File: src/rtl/lock_pkg.sv
// lock_pkg: shared state encoding and BCD constants for the digital lock controller
package lock_pkg;
  typedef enum logic [2:0] {IDLE, ENTRY, CHECK, UNLOCKED, PROG, LOCKOUT} state_t;
  localparam int BCD_W = 4;
  localparam int BCD_MAX = 9;
endpackage

File: src/rtl/lock_timer.sv
// lock_timer: loadable down-counter that stops at zero and flags it
// Ports:
//   i_clk   clock, rising edge
//   i_rst_n asynchronous active-low reset, clears the count
//   i_load  load i_val this cycle (wins over counting)
//   i_val   value to load
//   o_zero  high while the count is zero
module lock_timer #(
  parameter int W = 8
) (
  input  logic         i_clk,
  input  logic         i_rst_n,
  input  logic         i_load,
  input  logic [W-1:0] i_val,
  output logic         o_zero
);
  logic [W-1:0] r_cnt;
  always_ff @(posedge i_clk or negedge i_rst_n)
    if (!i_rst_n) r_cnt <= '0;
    else r_cnt <= i_load ? i_val : (r_cnt == '0 ? r_cnt : r_cnt - W'(1));
  assign o_zero = (r_cnt == '0);
endmodule

File: src/rtl/pass_security_ctrl.sv
// pass_security_ctrl: password check controller with runtime reprogramming, entry timeout and escalating lockout
// Ports:
//   i_clk           clock, rising edge
//   i_lock_rst_n    asynchronous active-low reset (released synchronously inside)
//   i_mode          0 = relock on a press while unlocked, 1 = program a new password
//   i_digit_in      BCD digit sampled on a press; values above 9 are ignored
//   i_enter         press request level; a rising edge is one press
//   o_unlocked      high while unlocked
//   o_alarm         high while locked out
//   o_fail_cnt      consecutive failed entries
//   o_digit_idx     digits captured in the current entry
//   o_lock_level    lockout escalation level
//   o_pass_changed  one-cycle pulse when a new password is stored
module pass_security_ctrl
  import lock_pkg::*;
#(
  parameter int                       DIGITS         = 4,
  parameter logic [DIGITS*BCD_W-1:0] DEFAULT_PASS   = 16'h1234,
  parameter int                       MAX_TRIES      = 3,
  parameter int                       LOCKOUT_CYCLES = 100,
  parameter int                       MAX_LEVEL      = 2,
  parameter int                       TIMEOUT_CYCLES = 50
) (
  input  logic                             i_clk,
  input  logic                             i_lock_rst_n,
  input  logic                             i_mode,
  input  logic [BCD_W-1:0]                 i_digit_in,
  input  logic                             i_enter,
  output logic                             o_unlocked,
  output logic                             o_alarm,
  output logic [$clog2(MAX_TRIES+1)-1:0]   o_fail_cnt,
  output logic [$clog2(DIGITS+1)-1:0]      o_digit_idx,
  output logic [$clog2(MAX_LEVEL+1)-1:0]   o_lock_level,
  output logic                             o_pass_changed
);
  localparam int FW = $clog2(MAX_TRIES+1);
  localparam int IW = $clog2(DIGITS+1);
  localparam int LW = $clog2(MAX_LEVEL+1);
  localparam int EW = $clog2(TIMEOUT_CYCLES+1);
  localparam int TW = $clog2((LOCKOUT_CYCLES << MAX_LEVEL)+1);
  localparam int PW = DIGITS*BCD_W;

  state_t          r_state, w_state_nxt;
  logic [1:0]      r_rst_sync;
  logic            w_rst_n;
  logic            r_enter_d;
  logic [PW-1:0]   r_buf, r_pass, w_buf_nxt;
  logic [IW-1:0]   r_idx, w_idx_nxt;
  logic [FW-1:0]   r_fail, w_fail_nxt, w_fail_inc;
  logic [LW-1:0]   r_level, w_level_nxt;
  logic            r_pass_changed;
  logic            w_press, w_valid, w_last, w_match;
  logic            w_store, w_prog_done, w_tload, w_lload, w_tzero, w_lzero;
  logic [TW-1:0]   w_lock_len;

  // reset asserts asynchronously, releases two clocks after i_lock_rst_n rises
  always_ff @(posedge i_clk or negedge i_lock_rst_n)
    if (!i_lock_rst_n) r_rst_sync <= 2'b00;
    else r_rst_sync <= {r_rst_sync[0], 1'b1};
  assign w_rst_n = r_rst_sync[1];

  assign w_press    = i_enter & ~r_enter_d;
  assign w_valid    = w_press & (i_digit_in <= BCD_W'(BCD_MAX));
  assign w_last     = (r_idx == IW'(DIGITS-1));
  assign w_match    = (r_buf == r_pass);
  assign w_fail_inc = r_fail + FW'(1);
  // timers load N-1 so that exactly N cycles elapse before the zero flag acts
  assign w_lock_len = TW'((LOCKOUT_CYCLES << r_level) - 1);

  // buffer with the current digit placed in slot r_idx; slot 0 sits in the MSBs
  always_comb begin
    w_buf_nxt = r_buf;
    for (int i = 0; i < DIGITS; i++)
      if (r_idx == IW'(i)) w_buf_nxt[(DIGITS-1-i)*BCD_W +: BCD_W] = i_digit_in;
  end

  lock_timer #(.W(EW)) u_entry_timer (
    .i_clk   (i_clk),
    .i_rst_n (w_rst_n),
    .i_load  (w_tload),
    .i_val   (EW'(TIMEOUT_CYCLES-1)),
    .o_zero  (w_tzero)
  );

  lock_timer #(.W(TW)) u_lock_timer (
    .i_clk   (i_clk),
    .i_rst_n (w_rst_n),
    .i_load  (w_lload),
    .i_val   (w_lock_len),
    .o_zero  (w_lzero)
  );

  always_ff @(posedge i_clk or negedge w_rst_n)
    if (!w_rst_n) r_state <= IDLE;
    else r_state <= w_state_nxt;

  always_comb begin
    w_state_nxt = r_state;
    w_idx_nxt   = r_idx;
    w_fail_nxt  = r_fail;
    w_level_nxt = r_level;
    w_store     = 1'b0;
    w_prog_done = 1'b0;
    w_tload     = 1'b0;
    w_lload     = 1'b0;
    case (r_state)
      IDLE, ENTRY: begin
        if (w_valid) begin
          w_store     = 1'b1;
          w_tload     = 1'b1;
          w_idx_nxt   = r_idx + IW'(1);
          w_state_nxt = w_last ? CHECK : ENTRY;
        end else if (r_state == ENTRY && w_tzero) begin
          w_idx_nxt   = '0;
          w_state_nxt = IDLE;
        end
      end
      CHECK: begin
        w_idx_nxt = '0;
        if (w_match) begin
          w_state_nxt = UNLOCKED;
          w_fail_nxt  = '0;
          w_level_nxt = '0;
        end else begin
          w_fail_nxt  = w_fail_inc;
          w_lload     = (w_fail_inc == FW'(MAX_TRIES));
          w_state_nxt = w_lload ? LOCKOUT : IDLE;
        end
      end
      UNLOCKED: begin
        if (w_valid) begin
          w_state_nxt = i_mode ? PROG : IDLE;
          w_tload     = i_mode;
        end
      end
      PROG: begin
        if (w_valid) begin
          w_store     = 1'b1;
          w_tload     = 1'b1;
          w_prog_done = w_last;
          w_idx_nxt   = w_last ? '0 : r_idx + IW'(1);
          w_state_nxt = w_last ? IDLE : PROG;
        end else if (w_tzero) begin
          w_idx_nxt   = '0;
          w_state_nxt = UNLOCKED;
        end
      end
      LOCKOUT: begin
        if (w_lzero) begin
          w_state_nxt = IDLE;
          w_fail_nxt  = '0;
          w_level_nxt = (r_level == LW'(MAX_LEVEL)) ? r_level : r_level + LW'(1);
        end
      end
      default: w_state_nxt = IDLE;
    endcase
  end

  always_ff @(posedge i_clk or negedge w_rst_n)
    if (!w_rst_n) begin
      r_enter_d      <= 1'b0;
      r_buf          <= '0;
      r_pass         <= DEFAULT_PASS;
      r_idx          <= '0;
      r_fail         <= '0;
      r_level        <= '0;
      r_pass_changed <= 1'b0;
    end else begin
      r_enter_d      <= i_enter;
      r_idx          <= w_idx_nxt;
      r_fail         <= w_fail_nxt;
      r_level        <= w_level_nxt;
      r_pass_changed <= w_prog_done;
      if (w_store) r_buf <= w_buf_nxt;
      if (w_prog_done) r_pass <= w_buf_nxt;
    end

  assign o_unlocked     = (r_state == UNLOCKED);
  assign o_alarm        = (r_state == LOCKOUT);
  assign o_fail_cnt     = r_fail;
  assign o_digit_idx    = r_idx;
  assign o_lock_level   = r_level;
  assign o_pass_changed = r_pass_changed;
endmodule

File: config.mk
export PLATFORM = sky130hd
export DESIGN_NAME = pass_security_ctrl
export DESIGN_NICKNAME = d
export VERILOG_FILES = /design/src/rtl/lock_pkg.sv /design/src/rtl/lock_timer.sv /design/src/rtl/pass_security_ctrl.sv
export SDC_FILE = /design/constraint.sdc
export NUM_CORES = 1
export LEC_CHECK = 0
export ABC_AREA = 1
export CAP_MARGIN = 20
export CORE_MARGIN = 5
export CORE_UTILIZATION = 60
export DETAILED_ROUTE_END_ITERATION = 8
export PLACE_DENSITY = 0.8
export SLEW_MARGIN = 30
export SYNTH_ARGS = -nofsm -noshare
export SYNTH_HDL_FRONTEND = slang
export SYNTH_SLANG_ARGS = --single-unit
File: constraint.sdc
create_clock -name i_clk -period 2.6 [get_ports i_clk]
set_input_delay 0.78 -clock i_clk [delete_from_list [all_inputs] [get_ports i_clk]]
set_output_delay 0.78 -clock i_clk [all_outputs]
set_load 0.005 [all_outputs]
==> results of run 1 <==
==> power breakdown <==
| part | switching (µW) | internal (µW) |
|---|---|---|
| Combinational | 456 | 280 |
| Sequential | 154 | 1120 |
| Clock | 351 | 396 |
| Total | 961 | 1790 |
==> worst max-delay path: cells and delay by family (launching register included) <==
| family | cells | cell delay, ns |
|---|---|---|
| buf+inv | 3 | 0.76 |
| flops | 1 | 0.44 |
| simple gates | 1 | 0.11 |
==> layout make-up <==
cell class                      count  area share [%]
Timing Repair Buffer               22            6.33
Sequential cell                    61            39.6
Inverter                           71            6.88
Tap cell                           72            2.32
Multi-Input combinational cell    315            40.4
Clock inverter                      2           0.258
Clock buffer                       14            4.20
==> cells by family (layout without fill, tap and decap cells) <==
logic type,count (synthesis),count (layout),share of synthesized area (%)
and+or+nand+nor,219,219,27.1
AOI/OAI and AO/OA,70,70,10.7
other,1,1,0.110
adders and majority gates,15,15,5.50
DFF,61,61,45.0
buffers and inverters,79,109,9.10
xor gates and xnor gates,10,10,2.57
==> state kept, by name, summed over array words and instances (netlist names), 3 cells and up <==
register	flops
r_buf	16
r_pass	16
u_lock_timer.r_cnt	9
u_entry_timer.r_cnt	6
o_digit_idx	3
r_state	3
==> metrics by stage <==
step                      area (µm²)  worst slack, ns  util [%]  total power, µW  std cells
after CTS                       3870            0.161      70.4             2770        557
after global placement          3700            0.294      67.2             1980        541
after global routing            3870           0.0991      70.4             2970        557
after detailed placement        3700            0.194      67.2             2020        541
final                           3870            0.174      70.4             2760        557
after floorplan                 3410            0.785         -             1800        455
==> placed cells by master (no fill, tap or decap) <==
| cell | n |
|---|---|
| clkbuf_1 | 3 |
| xor2_1 | 5 |
| nand2_2 | 3 |
| nor3_1 | 2 |
| clkbuf_8 | 11 |
| nand2_1 | 147 |
| conb_1 | 1 |
| buf_4 | 2 |
| nor4_4 | 1 |
| nand2_4 | 1 |
| o211ai_1 | 1 |
| nor2_1 | 32 |
| dfstp_2 | 5 |
| nand3_1 | 23 |
| nand3_2 | 1 |
| inv_2 | 3 |
| xnor2_1 | 5 |
| nand4_1 | 3 |
| inv_1 | 68 |
| a21oi_1 | 6 |
| o22ai_1 | 1 |
| nor2_2 | 3 |
| nor2_4 | 1 |
| o21ai_2 | 2 |
| buf_12 | 3 |
| o21ai_1 | 5 |
| clkinv_2 | 2 |
| ha_1 | 15 |
| nor3_2 | 1 |
| dfrtp_1 | 55 |
| and2_1 | 1 |
| o31ai_1 | 1 |
| o21ai_0 | 54 |
| clkdlybuf4s50_1 | 17 |
| dfrtp_2 | 1 |
==> metal layers <==
metal	track usage (%)	up-vias	wire length (µm)
met2	31.6	57	3120
met5	0	-	0
met1	28.9	1286	3420
li1	-	1464	-
met3	3.98	13	279
met4	9.06	0	106
==> worst paths after layout <==
check | from | to | slack (ns) | cells after the start
setup / recovery | r_state[2] | o_unlocked | 0.17 | 4
hold / removal | r_rst_sync[1] | r_pass[8] | 0.25 | 0
setup reg to reg | o_digit_idx[1] | r_pass[12] | 0.67 | 7
hold reg to reg | r_rst_sync[1] | r_pass[8] | 0.25 | 0
max in group asynchronous | r_rst_sync[1] | r_pass[2] | 1.73 | 1
min in group i_clk | r_rst_sync[0] | r_rst_sync[1] | 0.36 | 0
==> metrics.txt, run 1 <==
status completed; CP Launch Type flop; Ys Warns 0; Slew Limit Fails 0; chip width 85.4 µm; DRT Wirelength 6920 µm; cell area after synthesis about 3400 µm²; # port buffers 17; TritonCTS clock tree built; setup TNS 0 ns; number of buffers created by CTS 9; count leader, synth nand2_1; Root Driver clkbuf_8; #FFs+latches synth 61; grt ovf 0; Vias/cell slightly above 5; Worst path slowest cell clkdlybuf4s50_1; clk_lat worst skew 0.34 ns; number of I/O pins 18; Worst Tran Pin Value just over 0.5 ns; Post-Route Skew 0.00739 ns; CP cell instances inv_2, nand3_1, inv_1, clkdlybuf4s50_1; Yosys cell types 31; Die H 85.4 µm; H-tree levels 3; PwrDens 711 nW/µm²; CTS max path bufs 2; share of async-settable or async-resettable flops after synthesis between 90% and 100%; antenna cells 0; fin nets 503; area share of the largest cell type after synthesis 41.1%; Initial Util 61.9%; final critical-path required period 2.43 ns; leading post-synthesis cells by cell area dfrtp_1 41%, nand2_1 16%, o21ai_0 7.9%; FF/Latch Area approximately 1500 µm²; CTS Hold Buffers Added 0; Primary FF master, synth dfrtp_1; Mapped Nets 478; synthesized area per cell 7.49 µm²; share of cells above drive strength 1 8.25%; Post-synth EDFFs 0; post-synthesis sequential area ratio between 40% and 50%; Hold WS 0.246 ns; area of the multi-input gates 1570 µm²; Sink Count 61; Wirelength per Cell between 10 and 15 µm; CP required 1.82 ns; post_cts resized 0; Tcrit/Tclk final 93.3%; global-route wire length before repair 12200 µm; largest net degree at the start of global routing 39; vias in the first global route about 2700; CP max stage delay 0.51 ns; most frequent cells after synthesis 147 x nand2_1, 68 x inv_1, 56 x dfrtp_1, 54 x o21ai_0, 32 x nor2_1; GRT Total Usage 20.8%; synth-to-layout area growth 13.7%; CP arrival 1.65 ns; drt first pass iters 4; cell taking the most area after synthesis dfrtp_1; Worst Setup End Kind primary output; critical path class flop to primary output; max-cap violation count 0; DRC 0; HPWL Detailed between 4000 and 5000 µm; die area 7290 µm²; Core Area between 5000 and 6000 µm²; # fillers 451; antenna-violating nets left 0; RePlAce Congestion around 0.8; DRT iter0 DRCs 166; Crit Path Max Fanout 5; routed vias 2820; Slew HR 66.0%; Setup Fix Bufs, Post-CTS 0; cells after synthesis roughly 460; Worst-path clk slew 0.07 ns; Final setup viols 0; worst vdd ir 460 µV; Hold/Removal Path Class flop to asynchronous set/reset pin; Max Clock Freq 412 MHz; Row Count 27; RSZ-0062 raised after global routing no; Hold Vio Cnt, Final 0; Leakage 0.00193 µW; initial antenna violation count 0
Note: power is estimated with default switching activity, not from simulation.
==> run 2, diff against run 1 <==
--- a/config.mk
+++ b/config.mk
@@ -6,11 +6,13 @@
 export NUM_CORES = 1
 export LEC_CHECK = 0
 export ABC_AREA = 1
+export ABC_CLOCK_PERIOD_IN_PS = 2600
 export CAP_MARGIN = 20
 export CORE_MARGIN = 5
 export CORE_UTILIZATION = 60
 export DETAILED_ROUTE_END_ITERATION = 8
 export PLACE_DENSITY = 0.8
+export SKIP_LAST_GASP = 1
 export SLEW_MARGIN = 30
 export SYNTH_ARGS = -nofsm -noshare
 export SYNTH_HDL_FRONTEND = slang
==> results of run 2 <==
Final layout, timing and power as in run 1 (identical DEF).
==> run 3, diff against run 2 <==
--- a/config.mk
+++ b/config.mk
@@ -10,8 +10,10 @@
 export CAP_MARGIN = 20
 export CORE_MARGIN = 5
 export CORE_UTILIZATION = 60
+export CTS_CLUSTER_DIAMETER = 60
 export DETAILED_ROUTE_END_ITERATION = 8
 export PLACE_DENSITY = 0.8
+export REMOVE_ABC_BUFFERS = 1
 export SKIP_LAST_GASP = 1
 export SLEW_MARGIN = 30
 export SYNTH_ARGS = -nofsm -noshare
==> run 3 against run 2 <==
Against the previous run:
- cell count unchanged
- sequential power about the same
- final area fell by 0.26%
- largest cell class unchanged
- non-clock buffer count is the same
- register-to-register slack worse by 0.07 ns
- core utilization shrank 0.18 points
- combinational power is 2% lower
==> metrics.txt, run 3 (synthesis results as in run 1) <==
Switching Fraction 35.1% (was 34.9%); CP arrival 1.65 ns (about the same); CTS Hold Buffers Added 0 (unchanged); synth-to-layout area growth 13.4% (was 13.7%); antenna-violating nets left 0 (unchanged); largest registers r_buf: 16 flops, r_pass: 16 flops, u_lock_timer.r_cnt: 9 flops (unchanged); fin nets 503 (unchanged); status completed (unchanged); Initial Util 61.9% (unchanged); DRC 0 (unchanged); setup TNS 0 ns (unchanged); Internal 1770 µW (was 1790 µW); routed vias 2849 (was 2820); placed cell area 3700 µm² (unchanged); # port buffers 17 (unchanged); grt ovf 0 (unchanged); post_cts resized 0 (unchanged); Hold/Removal Path Class flop to asynchronous set/reset pin (unchanged); Tcrit/Tclk final 93.4% (was 93.3%); DRT Wirelength 6710 µm (was 6920 µm); number of I/O pins 18 (unchanged); largest net degree at the start of global routing 34 (was 39); most frequent cells in the layout 147 x nand2_1, 68 x inv_1, 55 x dfrtp_1 (unchanged); H-tree levels 3 (unchanged); PwrDens 704 nW/µm² (was 711 nW/µm²); GRT Total Usage 20.5% (was 20.8%); Slew Limit Fails 0 (unchanged); Crit Path Max Fanout 5 (unchanged); global-route wire length before repair 11900 µm (was 12200 µm); max-cap violation count 0 (unchanged); Root Driver clkbuf_8 (unchanged); Setup Fix Bufs, Post-CTS 0 (unchanged); Sink Count 61 (unchanged); sequential power share 46.8% (was 46.2%); chip width 85.4 µm (unchanged); drt first pass iters 5 (was 4); share of cells above drive strength 1 8.04% (was 8.25%); DRT iter0 DRCs 158 (was 166); flop2flop setup slack 0.60 ns (was 0.67 ns); Max Clock Freq 412 MHz (about the same); initial antenna violation count 0 (unchanged); critical path class flop to primary output (unchanged); Die H 85.4 µm (unchanged); die area 7290 µm² (unchanged); CTS max path bufs 2 (unchanged); Worst Tran Pin Value 0.686 ns (was 0.510 ns); Worst Setup End Kind primary output (unchanged); Vias/cell 5.11 (was 5.06); Slew HR 54.3% (was 66.0%); Clk pwr share 26.6% (was 27.1%); CP required 1.82 ns (about the same); combinational power share 26.6% (was 26.7%); commonest non-fill, non-tap cell in the layout nand2_1 (unchanged); Final setup viols 0 (unchanged); CP Launch Type flop (unchanged); number of buffers created by CTS 9 (unchanged); R2R cell count 7 (unchanged); worst vdd ir 443 µV (was 460 µV); Psw 954 µW (was 961 µW); Wirelength per Cell 12.0 µm (was 12.4 µm); RePlAce Congestion 0.902 (was 0.805); RSZ-0062 raised after global routing no (unchanged); Core Area 5510 µm² (unchanged); vias in the first global route 2728 (was 2696); Leakage 0.00193 µW (about the same); final critical-path required period 2.43 ns (about the same); Worst-path clk slew 0.07 ns (about the same); Post-Route Skew 0.00945 ns (was 0.00739 ns); clk_lat worst skew 0.35 ns (was 0.34 ns); HPWL Detailed 4780 µm (was 4900 µm); Hold Vio Cnt, Final 0 (unchanged); Row Count 27 (unchanged); antenna cells 0 (unchanged); fin area 3860 µm² (was 3870 µm²); TritonCTS clock tree built (unchanged)
-- run 3: area by class of cell --
cell class / count / area, µm²
repair buffers: 22 / 245
well taps: 72 / 90.1
multi-input cells: 315 / 1570
inverters: 71 / 267
fillers: 447 / 1640
flip-flops and latches: 61 / 1530
clock inverters: 2 / 10.0
clock buffers: 14 / 153
-- run 3: through the flow --
step	hold slack, ns	instances	util (%)	setup WS, ns	power, µW
global route	0.368	557	70.2	0.0884	2930
detailed placement	0.336	541	67.2	0.252	2010
floorplan	0.331	447	-	0.312	1790
finish	0.317	557	70.2	0.173	2720
global placement	0.335	541	67.2	0.320	1970
CTS	0.334	557	70.2	0.179	2730
-- run 3: path summary, 6_finish.rpt --
kind | startpoint | endpoint
setup reg to reg | o_digit_idx[0] | r_pass[14]
min in group i_clk | r_rst_sync[0] | r_rst_sync[1]
hold reg to reg | r_rst_sync[1] | r_buf[2]
max in group asynchronous | r_rst_sync[1] | o_digit_idx[2]
hold / removal | r_rst_sync[1] | r_buf[2]
setup / recovery | r_state[2] | o_unlocked
-- run 3: power by group through the flow --
stage               clock [µW]  sequential, µW  combinational, µW
finish                     723            1270                724
global route               782            1300                856
CTS                        731            1270                727
detailed placement           0            1280                724
global placement             0            1280                692
floorplan                    0            1260                538
-- run 3: worst max-delay path, cell delays in order, from the launching register on --
cell	delay, ns
dfrtp_1	0.44
inv_2	0.14
nand3_1	0.10
inv_1	0.11
clkdlybuf4s50_1	0.51
-- run 3: metal layers --
layer | global-route usage, % | routed length [µm] | vias to the layer above
met4 | 7.19 | 143 | 0
met1 | 25.3 | 3070 | 1309
li1 | - | - | 1468
met3 | 5.15 | 276 | 11
met2 | 34.7 | 3220 | 61
met5 | 0 | 0 | -
==> patch, RTL diff (config.mk and constraints of run 3) <==
Register the inputs `i_mode`, `i_digit_in` and `i_enter` before use, without a reset. The logic sees them one clock later.
--- a/src/rtl/pass_security_ctrl.sv
+++ b/src/rtl/pass_security_ctrl.sv
@@ -40,6 +40,16 @@
   localparam int TW = $clog2((LOCKOUT_CYCLES << MAX_LEVEL)+1);
   localparam int PW = DIGITS*BCD_W;
 
+  logic i_mode_q;
+  logic [BCD_W-1:0] i_digit_q;
+  logic i_enter_q;
+
+  always_ff @(posedge i_clk) begin
+    i_mode_q  <= i_mode;
+    i_digit_q <= i_digit_in;
+    i_enter_q <= i_enter;
+  end
+
   state_t          r_state, w_state_nxt;
   logic [1:0]      r_rst_sync;
   logic            w_rst_n;
@@ -59,8 +69,8 @@
     else r_rst_sync <= {r_rst_sync[0], 1'b1};
   assign w_rst_n = r_rst_sync[1];
 
-  assign w_press    = i_enter & ~r_enter_d;
-  assign w_valid    = w_press & (i_digit_in <= BCD_W'(BCD_MAX));
+  assign w_press    = i_enter_q & ~r_enter_d;
+  assign w_valid    = w_press & (i_digit_q <= BCD_W'(BCD_MAX));
   assign w_last     = (r_idx == IW'(DIGITS-1));
   assign w_match    = (r_buf == r_pass);
   assign w_fail_inc = r_fail + FW'(1);
@@ -71,7 +81,7 @@
   always_comb begin
     w_buf_nxt = r_buf;
     for (int i = 0; i < DIGITS; i++)
-      if (r_idx == IW'(i)) w_buf_nxt[(DIGITS-1-i)*BCD_W +: BCD_W] = i_digit_in;
+      if (r_idx == IW'(i)) w_buf_nxt[(DIGITS-1-i)*BCD_W +: BCD_W] = i_digit_q;
   end
 
   lock_timer #(.W(EW)) u_entry_timer (
@@ -129,8 +139,8 @@
       end
       UNLOCKED: begin
         if (w_valid) begin
-          w_state_nxt = i_mode ? PROG : IDLE;
-          w_tload     = i_mode;
+          w_state_nxt = i_mode_q ? PROG : IDLE;
+          w_tload     = i_mode_q;
         end
       end
       PROG: begin
@@ -166,7 +176,7 @@
       r_level        <= '0;
       r_pass_changed <= 1'b0;
     end else begin
-      r_enter_d      <= i_enter;
+      r_enter_d      <= i_enter_q;
       r_idx          <= w_idx_nxt;
       r_fail         <= w_fail_nxt;
       r_level        <= w_level_nxt;
Check against the original RTL: not equivalent (Yosys sat finds a counterexample within 4 cycles, from zero or initial values and one cycle with i_lock_rst_n low).
==> patch against run 3 <==
- register-to-register slack got worse by 0.03 ns
- sequential cell count rose by 6
- count of clock-buffer cells in the layout fell by 4
- total power rose by 31%
- largest power group unchanged
- wire length rose by 3.7%
- synthesized cell count rose by 2.4%
- setup slack improved by 0.026 ns
- synthesized area rose by 6.6%
- design area rose by 5.5%
==> patch: results (changes against run 3) <==
\begin{tabular}{lr}
\hline
Metric & Value \\
\hline
\multicolumn{2}{l}{\textbf{Synthesis}} \\
Async set or reset register ratio after synthesis & 0.910 (-0.0896) \\
Part of the Yosys area used for sequential elements & 0.455 (+0.00504) \\
Main area contributors after synthesis & dfrtp\_1 39\%, nand2\_1 15\%, inv\_1 7.4\% \\
YS warnings & 0 (unchanged) \\
Most used standard cells in the synthesized netlist & 142 x nand2\_1, 72 x inv\_1, 56 x dfrtp\_1 \\
\multicolumn{2}{l}{\textbf{Worst setup path}} \\
Critical R2R Capture & r\_pass[6] \\
Internal reg-to-reg setup slack & 0.57 ns (-0.03 ns) \\
Worst-path fanout max & 6 (+1) \\
Start of the worst register-to-register path & o\_digit\_idx[1] \\
Arrival time reported for the critical path endpoint & 1.62 ns (-0.03 ns) \\
\multicolumn{2}{l}{\textbf{Power and ir drop}} \\
VDD IR-drop max & 0.651 mV (+47\%) \\
Switching Fraction & 0.368 (+0.0173) \\
Leakage dissipation & 2.01 nW (+4.4\%) \\
\multicolumn{2}{l}{\textbf{Placement}} \\
Post-detail-place hpwl & 5020 um (+5.1\%) \\
Final weighted congestion of routability-driven global placement & 0.809 (-10\%) \\
Post-placement setup slack & 0.552 ns (+0.300 ns) \\
Cell area reported after detailed placement & 3870 um2 (+4.6\%) \\
\multicolumn{2}{l}{\textbf{Final layout}} \\
Top Registers & r\_buf (16), r\_pass (16), u\_lock\_timer.r\_cnt (9) \\
Final Net Count & 512 (+1.8\%) \\
Fraction of final layout cells with drive strength greater than 1 & 0.128 (+0.0471) \\
\multicolumn{2}{l}{\textbf{Run status}} \\
Result of the run & completed \\
\multicolumn{2}{l}{\textbf{STA}} \\
Worst hold slack & 0.205 ns (-0.112 ns) \\
\multicolumn{2}{l}{\textbf{Global routing}} \\
Pin count of the biggest net entering global routing & 43 (+26\%) \\
Total Routing Usage GR & 0.204 (-0.000959) \\
Wire length of the first global-routing pass & 12,300 um (+3.2\%) \\
\multicolumn{2}{l}{\textbf{Routing}} \\
Via count of the routed design & 2,935 (+3.0\%) \\
Violation count after the first detailed-routing iteration & 131 (-17\%) \\
Average wire per cell in the routed design & 12.2 um (+1.5\%) \\
DR pass1 iterations & 4 (-1) \\
\multicolumn{2}{l}{\textbf{Hold path}} \\
Hold crit path type & register to async pin \\
\hline
\end{tabular}
patch: cell count changes after synthesis, moves of 3 or more:
cell     before  now
nor2_1       32   28
nand2_1     147  142
buf_6         1    4
buf_2         5    2
dfxtp_1       0    6
inv_1        68   72
nand2_2       3    8
xnor2_1       5    2
o21ai_2       2   14
xor2_1        5    8
o21ai_0      54   45
patch: stage by stage:
step                      utilization  cells  power (mW)
after detailed placement        0.654    553        2.71
after floorplan                     -    458        2.39
after global placement          0.654    553        2.65
final                           0.689    569        3.57
after CTS                       0.689    569        3.58
after global routing            0.689    569        3.86
patch: how the worst max path moves through the flow:
stage / from / end / slack [ns] / cells after the start
floorplan: o_digit_idx[0] / r_pass[0] / 0.40 / 5
global placement: r_state[0] / o_alarm / 0.59 / 3
detailed placement: r_state[0] / o_alarm / 0.55 / 3
CTS: r_state[0] / o_alarm / 0.19 / 3
global route: r_state[0] / o_alarm / 0.10 / 3
finish: r_state[0] / o_alarm / 0.20 / 3
patch: power by group through the flow:
stage | sequential, mW | clock, mW | combinational (mW)
after floorplan | 1.52 | 0 | 0.869
final | 1.54 | 0.872 | 1.15
after global routing | 1.58 | 0.931 | 1.35
after detailed placement | 1.56 | 0 | 1.15
after CTS | 1.54 | 0.880 | 1.16
after global placement | 1.55 | 0 | 1.10
patch: kinds of logic (layout without fill, tap and decap cells):
logic type | after synthesis | after routing | synth area share
and+or+nand+nor | 217 | 217 | 0.258
AOI/OAI and AO/OA | 71 | 71 | 0.114
other | 1 | 1 | 0.00103
adders and majority gates | 15 | 15 | 0.0516
DFF | 67 | 67 | 0.455
xor gates and xnor gates | 10 | 10 | 0.0241
buffers and inverters | 85 | 113 | 0.0967
patch: per-layer routing:
layer / GRT usage / up-vias / routed length, um
met5: 0 / - / 0
met4: 0.0823 / 0 / 120
met3: 0.0376 / 13 / 269
met2: 0.358 / 55 / 3470
met1: 0.246 / 1377 / 3090
li1: - / 1490 / -
patch: layout make-up:
class,count,share of cell area
inverter,77,0.0709
sequential,67,0.406
multi-input combinational,314,0.400
clock inverter,6,0.0160
tap,75,0.0230
timing repair buffer,20,0.0503
clock buffer,10,0.0338
patch: worst reg2reg max path, cell delays in order (launching register included):
cell and delay, ns:
dfrtp_1 0.42, ha_1 0.21, ha_1 0.39, inv_1 0.15
nor3_4 0.19, buf_4 0.39, nand2_1 0.15, o21ai_2 0.08
